### config.mk
export PLATFORM = sky130hd
export DESIGN_NAME = bp_me_cache_dma_arbiter
export DESIGN_NICKNAME = d
export VERILOG_FILES = /design/src/rtl/bp_me_pkg.sv /design/src/rtl/bp_me_cache_dma_arbiter_rr_grant.sv /design/src/rtl/bp_me_cache_dma_arbiter.sv
export SDC_FILE = /design/constraint.sdc
export NUM_CORES = 1
export LEC_CHECK = 0
export CAP_MARGIN = 20
export CORE_AREA = 4 4 329 331
export DETAILED_ROUTE_END_ITERATION = 6
export DIE_AREA = 0 0 333 335
export DONT_BUFFER_PORTS = 1
export GPL_ROUTABILITY_DRIVEN = 0
export GPL_TIMING_DRIVEN = 0
export SLEW_MARGIN = 20
export SYNTH_ARGS = -nofsm -noshare
export SYNTH_HDL_FRONTEND = slang
export SYNTH_SLANG_ARGS = --single-unit
export TNS_END_PERCENT = 30
### constraint.sdc
create_clock -name clk_i -period 4 [get_ports clk_i]
set_clock_uncertainty 0.2 [all_clocks]
set_input_delay 0.8 -clock clk_i [delete_from_list [all_inputs] [get_ports clk_i]]
set_output_delay 0.8 -clock clk_i [all_outputs]
set_load 0.005 [all_outputs]
### src/rtl/bp_me_pkg.sv
// Shared memory-engine types for the cache DMA arbiter.
package bp_me_pkg;

    typedef enum logic [0:0] {
        e_arb,
        e_wr_data
    } bp_me_dma_arb_state_e;

    function automatic int bp_me_id_width(input int n);
        return (n > 1) ? $clog2(n) : 1;
    endfunction

endpackage

### src/rtl/bp_me_cache_dma_arbiter_rr_grant.sv
// Round-robin grant: first requester at or after ptr_i, wrapping.
module bp_me_rr_grant
    import bp_me_pkg::*;
#(
    parameter int num_p = 2
) (
    input  logic [num_p-1:0]                  req_i,
    input  logic [bp_me_id_width(num_p)-1:0]  ptr_i,
    output logic [num_p-1:0]                  grant_oh_o,
    output logic [bp_me_id_width(num_p)-1:0]  grant_id_o,
    output logic                              any_o
);

    localparam int id_w = bp_me_id_width(num_p);
    localparam logic [id_w:0] num_w = (id_w + 1)'(num_p);

    logic [id_w:0] idx;

    always_comb begin
        grant_oh_o = '0;
        grant_id_o = '0;
        any_o      = 1'b0;
        idx        = '0;
        for (int k = 0; k < num_p; k++) begin
            idx = {1'b0, ptr_i} + (id_w + 1)'(k);
            if (idx >= num_w) begin
                idx = idx - num_w;
            end
            if (!any_o && req_i[idx[id_w-1:0]]) begin
                any_o                      = 1'b1;
                grant_id_o                 = idx[id_w-1:0];
                grant_oh_o[idx[id_w-1:0]]  = 1'b1;
            end
        end
    end

endmodule

### src/rtl/bp_me_cache_dma_arbiter.sv
// Shares one DRAM DMA port among L2 slices; in-order read return
// steered by a FIFO of requesting slice ids.
module bp_me_cache_dma_arbiter
    import bp_me_pkg::*;
#(
    parameter int num_slices_p   = 2,
    parameter int header_width_p = 128,
    parameter int data_width_p   = 64,
    parameter int block_words_p  = 8,
    parameter int max_reads_p    = 4
) (
    input  logic                                    clk_i,
    input  logic                                    reset_n_i,

    input  logic [num_slices_p*header_width_p-1:0]  slice_cmd_header_i,
    input  logic [num_slices_p-1:0]                 slice_cmd_wr_i,
    input  logic [num_slices_p-1:0]                 slice_cmd_header_v_i,
    output logic [num_slices_p-1:0]                 slice_cmd_header_yumi_o,
    input  logic [num_slices_p*data_width_p-1:0]    slice_cmd_data_i,
    input  logic [num_slices_p-1:0]                 slice_cmd_data_v_i,
    output logic [num_slices_p-1:0]                 slice_cmd_data_yumi_o,
    output logic [data_width_p-1:0]                 slice_resp_data_o,
    output logic [num_slices_p-1:0]                 slice_resp_data_v_o,
    input  logic [num_slices_p-1:0]                 slice_resp_data_ready_i,

    output logic [header_width_p-1:0]               mem_cmd_header_o,
    output logic                                    mem_cmd_header_v_o,
    input  logic                                    mem_cmd_header_yumi_i,
    output logic [data_width_p-1:0]                 mem_cmd_data_o,
    output logic                                    mem_cmd_data_v_o,
    input  logic                                    mem_cmd_data_yumi_i,
    input  logic [header_width_p-1:0]               mem_resp_header_i,
    input  logic                                    mem_resp_header_v_i,
    output logic                                    mem_resp_header_ready_o,
    input  logic [data_width_p-1:0]                 mem_resp_data_i,
    input  logic                                    mem_resp_data_v_i,
    output logic                                    mem_resp_data_ready_o
);

    localparam int id_w  = bp_me_id_width(num_slices_p);
    localparam int cnt_w = bp_me_id_width(block_words_p);
    localparam int ptr_w = bp_me_id_width(max_reads_p);
    localparam int occ_w = $clog2(max_reads_p + 1);

    localparam logic [cnt_w-1:0] last_beat  = cnt_w'(block_words_p - 1);
    localparam logic [id_w-1:0]  last_id    = id_w'(num_slices_p - 1);
    localparam logic [ptr_w-1:0] last_slot  = ptr_w'(max_reads_p - 1);
    localparam logic [occ_w-1:0] fifo_depth = occ_w'(max_reads_p);

    bp_me_dma_arb_state_e state_q, state_d;
    logic [id_w-1:0]  rr_ptr_q, rr_ptr_d;
    logic [id_w-1:0]  wr_owner_q, wr_owner_d;
    logic [cnt_w-1:0] wr_cnt_q, wr_cnt_d;
    logic [cnt_w-1:0] rd_cnt_q, rd_cnt_d;
    logic [id_w-1:0]  fifo_mem_q [max_reads_p];
    logic [id_w-1:0]  fifo_mem_d [max_reads_p];
    logic [ptr_w-1:0] wptr_q, wptr_d;
    logic [ptr_w-1:0] rptr_q, rptr_d;
    logic [occ_w-1:0] occ_q, occ_d;

    logic                    fifo_ne;
    logic                    fifo_full;
    logic [id_w-1:0]         rd_owner;
    logic                    rd_hs;
    logic                    pop;
    logic                    push;
    logic                    in_arb;
    logic                    in_wr;
    logic [num_slices_p-1:0] arb_req;
    logic [num_slices_p-1:0] grant_oh;
    logic [id_w-1:0]         grant_id;
    logic                    grant_any;
    logic                    hdr_hs;
    logic                    wr_hs;
    logic                    unused_resp_hdr;

    assign unused_resp_hdr = ^{mem_resp_header_i, mem_resp_header_v_i};

    assign fifo_ne   = (occ_q != '0);
    assign fifo_full = (occ_q == fifo_depth);
    assign rd_owner  = fifo_mem_q[rptr_q];
    assign rd_hs     = reset_n_i & fifo_ne & mem_resp_data_v_i
                     & slice_resp_data_ready_i[rd_owner];
    assign pop       = rd_hs & (rd_cnt_q == last_beat);

    assign in_arb = reset_n_i & (state_q == e_arb);
    assign in_wr  = reset_n_i & (state_q == e_wr_data);

    // A full tracker still admits a read when the head block retires now.
    assign arb_req = in_arb
        ? (slice_cmd_header_v_i
           & (slice_cmd_wr_i | {num_slices_p{~fifo_full | pop}}))
        : '0;

    bp_me_rr_grant #(
        .num_p (num_slices_p)
    ) u_rr_grant (
        .req_i      (arb_req),
        .ptr_i      (rr_ptr_q),
        .grant_oh_o (grant_oh),
        .grant_id_o (grant_id),
        .any_o      (grant_any)
    );

    assign hdr_hs = grant_any & mem_cmd_header_yumi_i;
    assign push   = hdr_hs & ~slice_cmd_wr_i[grant_id];
    assign wr_hs  = in_wr & slice_cmd_data_v_i[wr_owner_q]
                  & mem_cmd_data_yumi_i;

    assign mem_cmd_header_v_o = grant_any;
    assign mem_cmd_header_o   =
        slice_cmd_header_i[grant_id*header_width_p +: header_width_p];
    assign slice_cmd_header_yumi_o = hdr_hs ? grant_oh : '0;

    assign mem_cmd_data_v_o = in_wr & slice_cmd_data_v_i[wr_owner_q];
    assign mem_cmd_data_o   =
        slice_cmd_data_i[wr_owner_q*data_width_p +: data_width_p];

    assign mem_resp_header_ready_o = reset_n_i;
    assign mem_resp_data_ready_o   = reset_n_i & fifo_ne
                                   & slice_resp_data_ready_i[rd_owner];
    assign slice_resp_data_o       = mem_resp_data_i;

    always_comb begin
        slice_cmd_data_yumi_o = '0;
        slice_resp_data_v_o   = '0;
        if (wr_hs) begin
            slice_cmd_data_yumi_o[wr_owner_q] = 1'b1;
        end
        if (reset_n_i && fifo_ne && mem_resp_data_v_i) begin
            slice_resp_data_v_o[rd_owner] = 1'b1;
        end
    end

    always_comb begin
        state_d    = state_q;
        rr_ptr_d   = rr_ptr_q;
        wr_owner_d = wr_owner_q;
        wr_cnt_d   = wr_cnt_q;
        unique case (state_q)
            e_arb: begin
                if (hdr_hs) begin
                    rr_ptr_d = (grant_id == last_id) ? '0 : grant_id + 1'b1;
                    if (slice_cmd_wr_i[grant_id]) begin
                        wr_owner_d = grant_id;
                        wr_cnt_d   = '0;
                        state_d    = e_wr_data;
                    end
                end
            end
            e_wr_data: begin
                if (wr_hs) begin
                    if (wr_cnt_q == last_beat) begin
                        wr_cnt_d = '0;
                        state_d  = e_arb;
                    end else begin
                        wr_cnt_d = wr_cnt_q + 1'b1;
                    end
                end
            end
        endcase
    end

    always_comb begin
        rd_cnt_d   = rd_cnt_q;
        fifo_mem_d = fifo_mem_q;
        wptr_d     = wptr_q;
        rptr_d     = rptr_q;
        if (rd_hs) begin
            rd_cnt_d = pop ? '0 : rd_cnt_q + 1'b1;
        end
        if (push) begin
            fifo_mem_d[wptr_q] = grant_id;
            wptr_d = (wptr_q == last_slot) ? '0 : wptr_q + 1'b1;
        end
        if (pop) begin
            rptr_d = (rptr_q == last_slot) ? '0 : rptr_q + 1'b1;
        end
        occ_d = occ_q + occ_w'(push) - occ_w'(pop);
    end

    always_ff @(posedge clk_i or negedge reset_n_i) begin
        if (!reset_n_i) begin
            state_q    <= e_arb;
            rr_ptr_q   <= '0;
            wr_owner_q <= '0;
            wr_cnt_q   <= '0;
            rd_cnt_q   <= '0;
            wptr_q     <= '0;
            rptr_q     <= '0;
            occ_q      <= '0;
            for (int i = 0; i < max_reads_p; i++) begin
                fifo_mem_q[i] <= '0;
            end
        end else begin
            state_q    <= state_d;
            rr_ptr_q   <= rr_ptr_d;
            wr_owner_q <= wr_owner_d;
            wr_cnt_q   <= wr_cnt_d;
            rd_cnt_q   <= rd_cnt_d;
            wptr_q     <= wptr_d;
            rptr_q     <= rptr_d;
            occ_q      <= occ_d;
            fifo_mem_q <= fifo_mem_d;
        end
    end

    // A read beat with nothing outstanding has no owner to go to.
    a_no_unsolicited: assert property (
        @(posedge clk_i) disable iff (!reset_n_i)
        mem_resp_data_v_i |-> fifo_ne
    ) else $error("unsolicited read beat");

endmodule

==> flow_metrics.env, run 1 <==
export IMPL_synth_common_cells="mux2_2, buf_4, mux2_4"
export IMPL_cp_end_kind="output port"
export IMPL_critical_path_startpoint_type="register"
export IMPL_syn_to_final_growth_pct=48.44
export IMPL_grt_overflow=0
export IMPL_place_hpwl_um=55880
export IMPL_synth_async_reset_ratio_pct=100.0
export IMPL_pwr_share_seq_pct=16.5
export IMPL_clock_sinks=20
export IMPL_cap_violations=0
export IMPL_swShare_pct=45.39
export IMPL_synth_most_common_cell="mux2_2"
export IMPL_power_density_mw_per_mm2=325.3
export IMPL_grt_pass1_vias=3651
export IMPL_peakVddDrop_mv=0.2535
export IMPL_slew_viol_final=0
export IMPL_synth_top_cell_by_area="mux2_2"
export IMPL_synth_cells=408
export IMPL_htreeDepth=1
export IMPL_root_buffer="clkbuf_16"
export IMPL_reg2regPathDepth=14
export IMPL_p_int_mw=1.164
export IMPL_p_clk_share_pct=10.8
export IMPL_crit_slowest_cell="mux4_2"
export IMPL_syn_cell_area_mm2=0.004414
export IMPL_cts_buffer_depth=2
export IMPL_worst_r2r_setup_slack_ps=290
export IMPL_yosysWarnings=0
export IMPL_num_vias=4113
export IMPL_hold_viol_final=0
export IMPL_yosys_top_cells_area="mux2_2, mux2_4, buf_4, dfrtp_1, ha_1"
export IMPL_initial_core_util_pct=4.199
export IMPL_p_comb_share_pct=72.7
export IMPL_antenna_found_initial=116
export IMPL_die_h_um=335
export IMPL_ant_nets=0
export IMPL_yosysTopAreaCellShare_pct=37.50
export IMPL_rows=119
export IMPL_endpoint="mem_cmd_header_o[22]"
export IMPL_p_switching_uw=967.6
export IMPL_crit_path_max_incr_delay_ps=570
export IMPL_cts_tree="yes"
export IMPL_synth_seq_area_share_pct=11.34
export IMPL_die_area_mm2=0.1116
export IMPL_relSlewSlack_pct=51.10
export IMPL_fin_util_pct=6.233
export IMPL_final_cell_area_mm2=0.006553
export IMPL_die_x_um=333
export IMPL_ys_ff_latch=20
export IMPL_boundaryPins=856
export IMPL_placedInstanceArea_mm2=0.006158
export IMPL_worst_pin_slew_ps=724.3
export IMPL_nets=1026
export IMPL_firstDrtPassIters=4
export IMPL_path_max_fanout=10
export IMPL_r2r_end="occ_q[2]"
export IMPL_cp_required_ps=3000
export IMPL_drc_errors=0
export IMPL_whs_ps=43.03
export IMPL_vias_per_cell=2.241
export IMPL_clk_latency_ps=260
export IMPL_wire_per_inst_um=31.95
export IMPL_cts_made_buffers=3
export IMPL_fmax_mhz=256.6
export IMPL_hold_class="in -> async"
export IMPL_critPathKind="reg -> out"
export IMPL_fillers=12370
export IMPL_total_power_mw=2.132
export IMPL_finalWirelength_um=58620
export IMPL_drt_initial_drc_count=144
export IMPL_synth_top_flop_cell="dfrtp_1"
export IMPL_rsz0062_at_grt="true"
export IMPL_power_leakage_nw=2.105
export IMPL_synth_nets=1010
export IMPL_final_period_utilization_pct=97.42
export IMPL_core_mm2=0.1051
export IMPL_synthDistinctLibCells=47
export IMPL_cp_startpoint="rptr_q[0]"
export IMPL_fin_crit_ps=3897
export IMPL_crit_top_cell="buf_12"
export IMPL_reg2reg_from="rptr_q[0]"
export IMPL_path_clk_slew_ps=60
export IMPL_grt_pass1_wl_um=63570
export IMPL_synth_area_per_cell_um2=10.82
export IMPL_worst_endpoint_arrival_ps=2900
export IMPL_grt_max_degree=23
export IMPL_track_usage_pct=9.698
export IMPL_crit_chain="mux4_2, mux2i_4, o21ai_2, o21ai_2, o211a_1, buf_12, buf_16, buf_12, buf_12, mux2_4"
export IMPL_synth_edff_count=0
export IMPL_outcome="finished, final reports clean"
export IMPL_drive_above_1_share_pct=73.05
export IMPL_port_buffers=0
export IMPL_setup_violations=0
==> final cells by class <==
cell class / count / area, um2 / area share, %
Clock buffer: 4 / 88.84 / 1.356
Antenna cell: 21 / 52.55 / 0.8020
Tap cell: 1391 / 1740 / 26.56
Sequential cell: 20 / 500.5 / 7.638
Multi-Input combinational cell: 286 / 3197 / 48.79
Inverter: 9 / 33.78 / 0.5156
Buffer: 93 / 774.5 / 11.82
Timing Repair Buffer: 11 / 165.2 / 2.521
==> power groups by stage <==
stage | combinational, mW | clock [mW] | sequential [mW]
floorplan | 1.05 | 0 | 0.339
global placement | 1.53 | 0 | 0.352
detailed placement | 1.53 | 0 | 0.354
CTS | 1.60 | 0.236 | 0.351
global route | 1.68 | 0.245 | 0.365
finish | 1.55 | 0.230 | 0.352
==> placed cells by master (no fill, tap or decap), types with 3 or more instances in the layout <==
master	count
clkbuf_16	3
mux2_2	143
buf_12	7
and2_1	3
clkbuf_2	3
dfrtp_1	20
nand3_1	5
mux2i_1	3
a21oi_1	4
o31ai_1	3
nor2_1	7
buf_4	76
nand3b_1	3
inv_1	9
mux2_4	58
ha_1	11
buf_16	4
clkbuf_1	9
buf_6	3
nand2_1	7
diode_2	21
==> cell families (layout without fill, tap and decap cells) <==
group / Yosys count / after routing / synth area share (%)
buffers and inverters: 102 / 117 / 17.26
other: 0 / 21 / 0
muxes: 207 / 207 / 57.82
DFF: 20 / 20 / 11.34
AOI/OAI and AO/OA: 27 / 27 / 4.734
and+or+nand+nor: 38 / 38 / 4.875
adders and majority gates: 12 / 12 / 3.571
xor gates and xnor gates: 2 / 2 / 0.3969
==> registers in the layout (all words and copies together), names as in the netlist <==
signal / count
rd_cnt_q: 3
wptr_q: 2
occ_q: 3
state_q: 1
rr_ptr_q: 1
fifo_mem_q: 4
wr_cnt_q: 3
rptr_q: 2
wr_owner_q: 1
==> worst min-delay path by stage <==
| stage | from | end | slack (ps) | cells past startpoint |
|---|---|---|---|---|
| after detailed placement | fifo_mem_q[3] | fifo_mem_q[3] | 290 | 1 |
| after CTS | reset_n_i | fifo_mem_q[2] | 40 | 0 |
| after global routing | reset_n_i | wptr_q[1] | 30 | 0 |
| after global placement | fifo_mem_q[1] | fifo_mem_q[1] | 290 | 1 |
| after floorplan | rd_cnt_q[2] | rd_cnt_q[2] | 270 | 2 |
| final | reset_n_i | wptr_q[0] | 40 | 0 |
==> layer usage <==
metal / track usage (%) / vias up / wire [um]
li1: - / 1471 / -
met1: 11.34 / 1834 / 21860
met2: 15.66 / 677 / 26200
met3: 5.195 / 129 / 8673
met4: 2.171 / 2 / 1884
met5: 0 / - / 9
==> what timing repair did <==
item	4_1_cts	5_1_grt
pin swaps	0	4
hold buffers	0	0
resized for setup	13	10
setup buffers	6	3
gates cloned	2	0
endpoints found under the setup margin	133	61
==> metrics by stage <==
| step | setup WS, ps | instances | setup TNS (ps) |
|---|---|---|---|
| floorplan | 265.4 | 408 | 0 |
| global placement | -877.6 | 1799 | -3280 |
| detailed placement | -476.2 | 1799 | -2148 |
| CTS | -42.63 | 1811 | -42.63 |
| global route | -32.31 | 1824 | -96.75 |
| finish | 103.4 | 1835 | 0 |
==> critical path: cells and delay by family, from the launching register on <==
kind,cells,cell delay (ps)
mux,3,1140
buf+inv,4,590
compound gates,3,510
flops,1,360
Power figures use the tool's default switching activity.
==> inputs of run 2 (changes only) <==
--- a/config.mk
+++ b/config.mk
@@ -6,14 +6,15 @@
 export NUM_CORES = 1
 export LEC_CHECK = 0
 export CAP_MARGIN = 20
-export CORE_AREA = 4 4 329 331
+export CORE_AREA = 4 4 330 332
 export DETAILED_ROUTE_END_ITERATION = 6
-export DIE_AREA = 0 0 333 335
+export DIE_AREA = 0 0 334 336
 export DONT_BUFFER_PORTS = 1
 export GPL_ROUTABILITY_DRIVEN = 0
 export GPL_TIMING_DRIVEN = 0
 export SLEW_MARGIN = 20
 export SYNTH_ARGS = -nofsm -noshare
 export SYNTH_HDL_FRONTEND = slang
+export SYNTH_HIERARCHICAL = 1
 export SYNTH_SLANG_ARGS = --single-unit
 export TNS_END_PERCENT = 30
==> run 2 against run 1 <==
The run now ends with setup timing left. Routed wire length is 12% higher. Flip-flop and latch count stayed put. Via count is 4.9% lower. Global-route usage is 1.1 points higher. Die area is 0.60% higher. Register-to-register slack worse by 450 ps. Final area is 3.2% higher. Synthesized cell count is 4.2% lower. Critical path type unchanged. Critical endpoint is now mem_cmd_header_o[18]. Largest power group unchanged. Highest routed layer unchanged.
==> flow_metrics.env, run 2 <==
export IMPL_outcome="complete, but fails checks"
export IMPL_violations="setup timing"
export IMPL_num_vias=3912
export IMPL_track_usage_pct=10.81
export IMPL_ys_ff_latch=20
export IMPL_root_buffer="clkbuf_16"
export IMPL_synth_nets=993
export IMPL_placedInstanceArea_mm2=0.005723
export IMPL_seq_area_um2=500.5
export IMPL_drt_initial_drc_count=118
export IMPL_die_area_mm2=0.1122
export IMPL_reg2regPathDepth=17
export IMPL_die_x_um=334
export IMPL_yosysTopAreaCellShare_pct=56.87
export IMPL_setup_violations=130
export IMPL_critPathKind="reg -> out"
export IMPL_clock_sinks=20
export IMPL_layout_cells_non_filler=1827
export IMPL_r2r_end="occ_q[2]"
export IMPL_setup_ws_ps=-233.1
export IMPL_regMostFlops="fifo_mem_q"
export IMPL_drc_errors=0
export IMPL_fmax_mhz=236.2
export IMPL_crit_path_max_incr_delay_ps=600
export IMPL_place_hpwl_um=61570
export IMPL_largest_register_ffs=4
export IMPL_dp_cells=1794
export IMPL_syn_cell_area_mm2=0.003960
export IMPL_rows=120
export IMPL_boundaryPins=856
export IMPL_worst_r2r_setup_slack_ps=-160
export IMPL_multi_input_area_mm2=0.003279
export IMPL_synthDistinctLibCells=34
export IMPL_ant_nets=0
export IMPL_cts_tree="yes"
export IMPL_grt_pass1_wl_um=70840
export IMPL_worst_endpoint_arrival_ps=3230
export IMPL_synth_cells=391
export IMPL_finalWirelength_um=65920
export IMPL_preCtsSetupSlack_ps=-1389
export IMPL_nets=1019
export IMPL_power_leakage_nw=2.288
export IMPL_synth_common_cells="mux2_2, buf_4, dfrtp_1"
export IMPL_fin_util_pct=6.363
export IMPL_yosysWarnings=6
export IMPL_crit_slowest_cell="mux4_2"
export IMPL_synth_top_flop_cell="dfrtp_1"
export IMPL_synth_async_reset_ratio_pct=100.0
export IMPL_critical_path_startpoint_type="register"
export IMPL_crit_chain="mux4_2, mux2i_4, nor3b_4, o311a_1, a21boi_4, clkbuf_16, clkbuf_16, buf_12, mux2_4"
export IMPL_critical_path_buf_inv_count=3
export IMPL_peakVddDrop_mv=0.1546
export IMPL_firstDrtPassIters=4
export IMPL_port_buffers=0
export IMPL_relSlewSlack_pct=45.64
export IMPL_mostFrequentLayoutCell="mux2_4"
export IMPL_core_mm2=0.1063
export IMPL_die_h_um=336
export IMPL_synth_most_common_cell="mux2_2"
export IMPL_cp_required_ps=3000
export IMPL_fin_crit_ps=4233
export IMPL_syn_to_final_growth_pct=70.81
export IMPL_layout_common_cells="mux2_4, mux2_2, buf_4"
export IMPL_synth_top_cell_by_area="mux2_2"
export IMPL_antenna_found_initial=84
export IMPL_rsz0062_at_grt="true"
export IMPL_cp_end_kind="output port"
export IMPL_fillers=12480
export IMPL_cap_violations=0
export IMPL_wire_per_inst_um=36.08
export IMPL_synth_edff_count=0
export IMPL_yosys_top_cells_area="mux2_2, dfrtp_1, buf_4, ha_1, clkbuf_1"
export IMPL_reg2reg_from="rptr_q[0]"
export IMPL_hold_class="in -> async"
export IMPL_path_clk_slew_ps=60
export IMPL_synth_seq_area_share_pct=12.64
export IMPL_grt_max_degree=26
export IMPL_cts_made_buffers=3
export IMPL_power_density_mw_per_mm2=291.3
export IMPL_cts_hold_buffers=0
export IMPL_final_cell_area_mm2=0.006764
export IMPL_worst_pin_slew_ps=815.5
export IMPL_crit_top_cell="clkbuf_16"
export IMPL_cp_top_family="multiplexers"
export IMPL_grt_overflow=0
export IMPL_grt_pass1_vias=3606
export IMPL_final_period_utilization_pct=105.8
export IMPL_hold_viol_final=0
export IMPL_path_max_fanout=10
export IMPL_whs_ps=41.40
export IMPL_vias_per_cell=2.141
export IMPL_clk_latency_ps=260
export IMPL_cts_buffer_depth=2
export IMPL_initial_core_util_pct=3.725
export IMPL_htreeDepth=1
export IMPL_slew_viol_final=0
export IMPL_drive_above_1_share_pct=77.16
export IMPL_synth_area_per_cell_um2=10.13
[run 2: cell count changes after synthesis, sizes merged, moves of 3 or more]
| cell | before | now |
|---|---|---|
| nand3b | 3 | 0 |
| nand3 | 5 | 0 |
| buf | 81 | 74 |
| nor2b | 1 | 4 |
| nand2 | 7 | 12 |
[run 2: how the worst max path moves through the flow]
stage / from / to / slack (ps) / cells after the start
2_1_floorplan: rptr_q[0] / occ_q[2] / -40 / 16
3_3_place_gp: rptr_q[0] / mem_cmd_header_o[22] / -1930 / 9
3_5_place_dp: rptr_q[0] / mem_cmd_header_o[22] / -1390 / 9
4_1_cts: rptr_q[0] / mem_cmd_header_o[22] / -350 / 9
5_1_grt: rptr_q[0] / mem_cmd_header_o[14] / -390 / 9
6_report: rptr_q[0] / mem_cmd_header_o[18] / -230 / 9
[run 2: worst reg2reg max path, stage by stage, from the launching register on]
cell and delay (ps):
dfrtp_1 370, mux4_2 600, mux2i_4 290, nor3b_4 100, o311a_1 390, a21boi_4 160, buf_6 130, buf_12 150
and2_1 180, nor3_4 270, inv_1 80, ha_1 270, inv_1 50, ha_1 130, inv_1 50, fa_2 350
xnor2_2 150, xnor2_1 130
[run 2: what timing repair did]
item / in CTS / in global routing
gates resized for setup: 127 / 50
pin swaps: 3 / 3
buffers inserted: 10 / 7
endpoints found under the setup margin: 139 / 132
cloned: 3 / 1
[run 2: power by group]
part / switching [mW] / leakage (nW) / internal [mW] / total [mW]
Sequential: 0.0852 / 0.255 / 0.282 / 0.367
Combinational: 0.719 / 1.98 / 0.606 / 1.32
Clock: 0.0797 / 0.0512 / 0.199 / 0.278
Total: 0.884 / 2.29 / 1.09 / 1.97
[run 2: final cells by class]
class	instances	share of cell area, %
Sequential cell	20	7.399
Inverter	8	0.4440
Tap cell	1403	25.95
Multi-Input combinational cell	275	48.48
Clock buffer	3	1.110
Timing Repair Buffer	21	3.496
Antenna cell	8	0.2960
Clock inverter	1	0.4440
Buffer	88	12.38
[run 2: kinds of logic after synthesis]
group / synth area share (%)
simple gates: 5.214
mux: 58.26
fa+ha+maj: 3.981
buf+inv: 15.48
xor+xnor: 0.4424
flops: 12.64
compound gates: 3.981
[run 2: metrics by stage]
step | power, mW | TNS [ps]
3_5_place_dp | 1.456 | -122610
3_3_place_gp | 1.438 | -166070
6_report | 1.971 | -18610
2_1_floorplan | 0.9376 | -38.26
5_1_grt | 2.131 | -39590
4_1_cts | 1.956 | -34650
[run 2: metal layers]
| layer | track usage, % | up-vias | routed length [um] |
|---|---|---|---|
| li1 | - | 1403 | - |
| met1 | 11.47 | 1758 | 23770 |
| met2 | 16.47 | 585 | 27310 |
| met3 | 9.953 | 138 | 13230 |
| met4 | 0.9698 | 28 | 1420 |
| met5 | 0 | - | 195 |
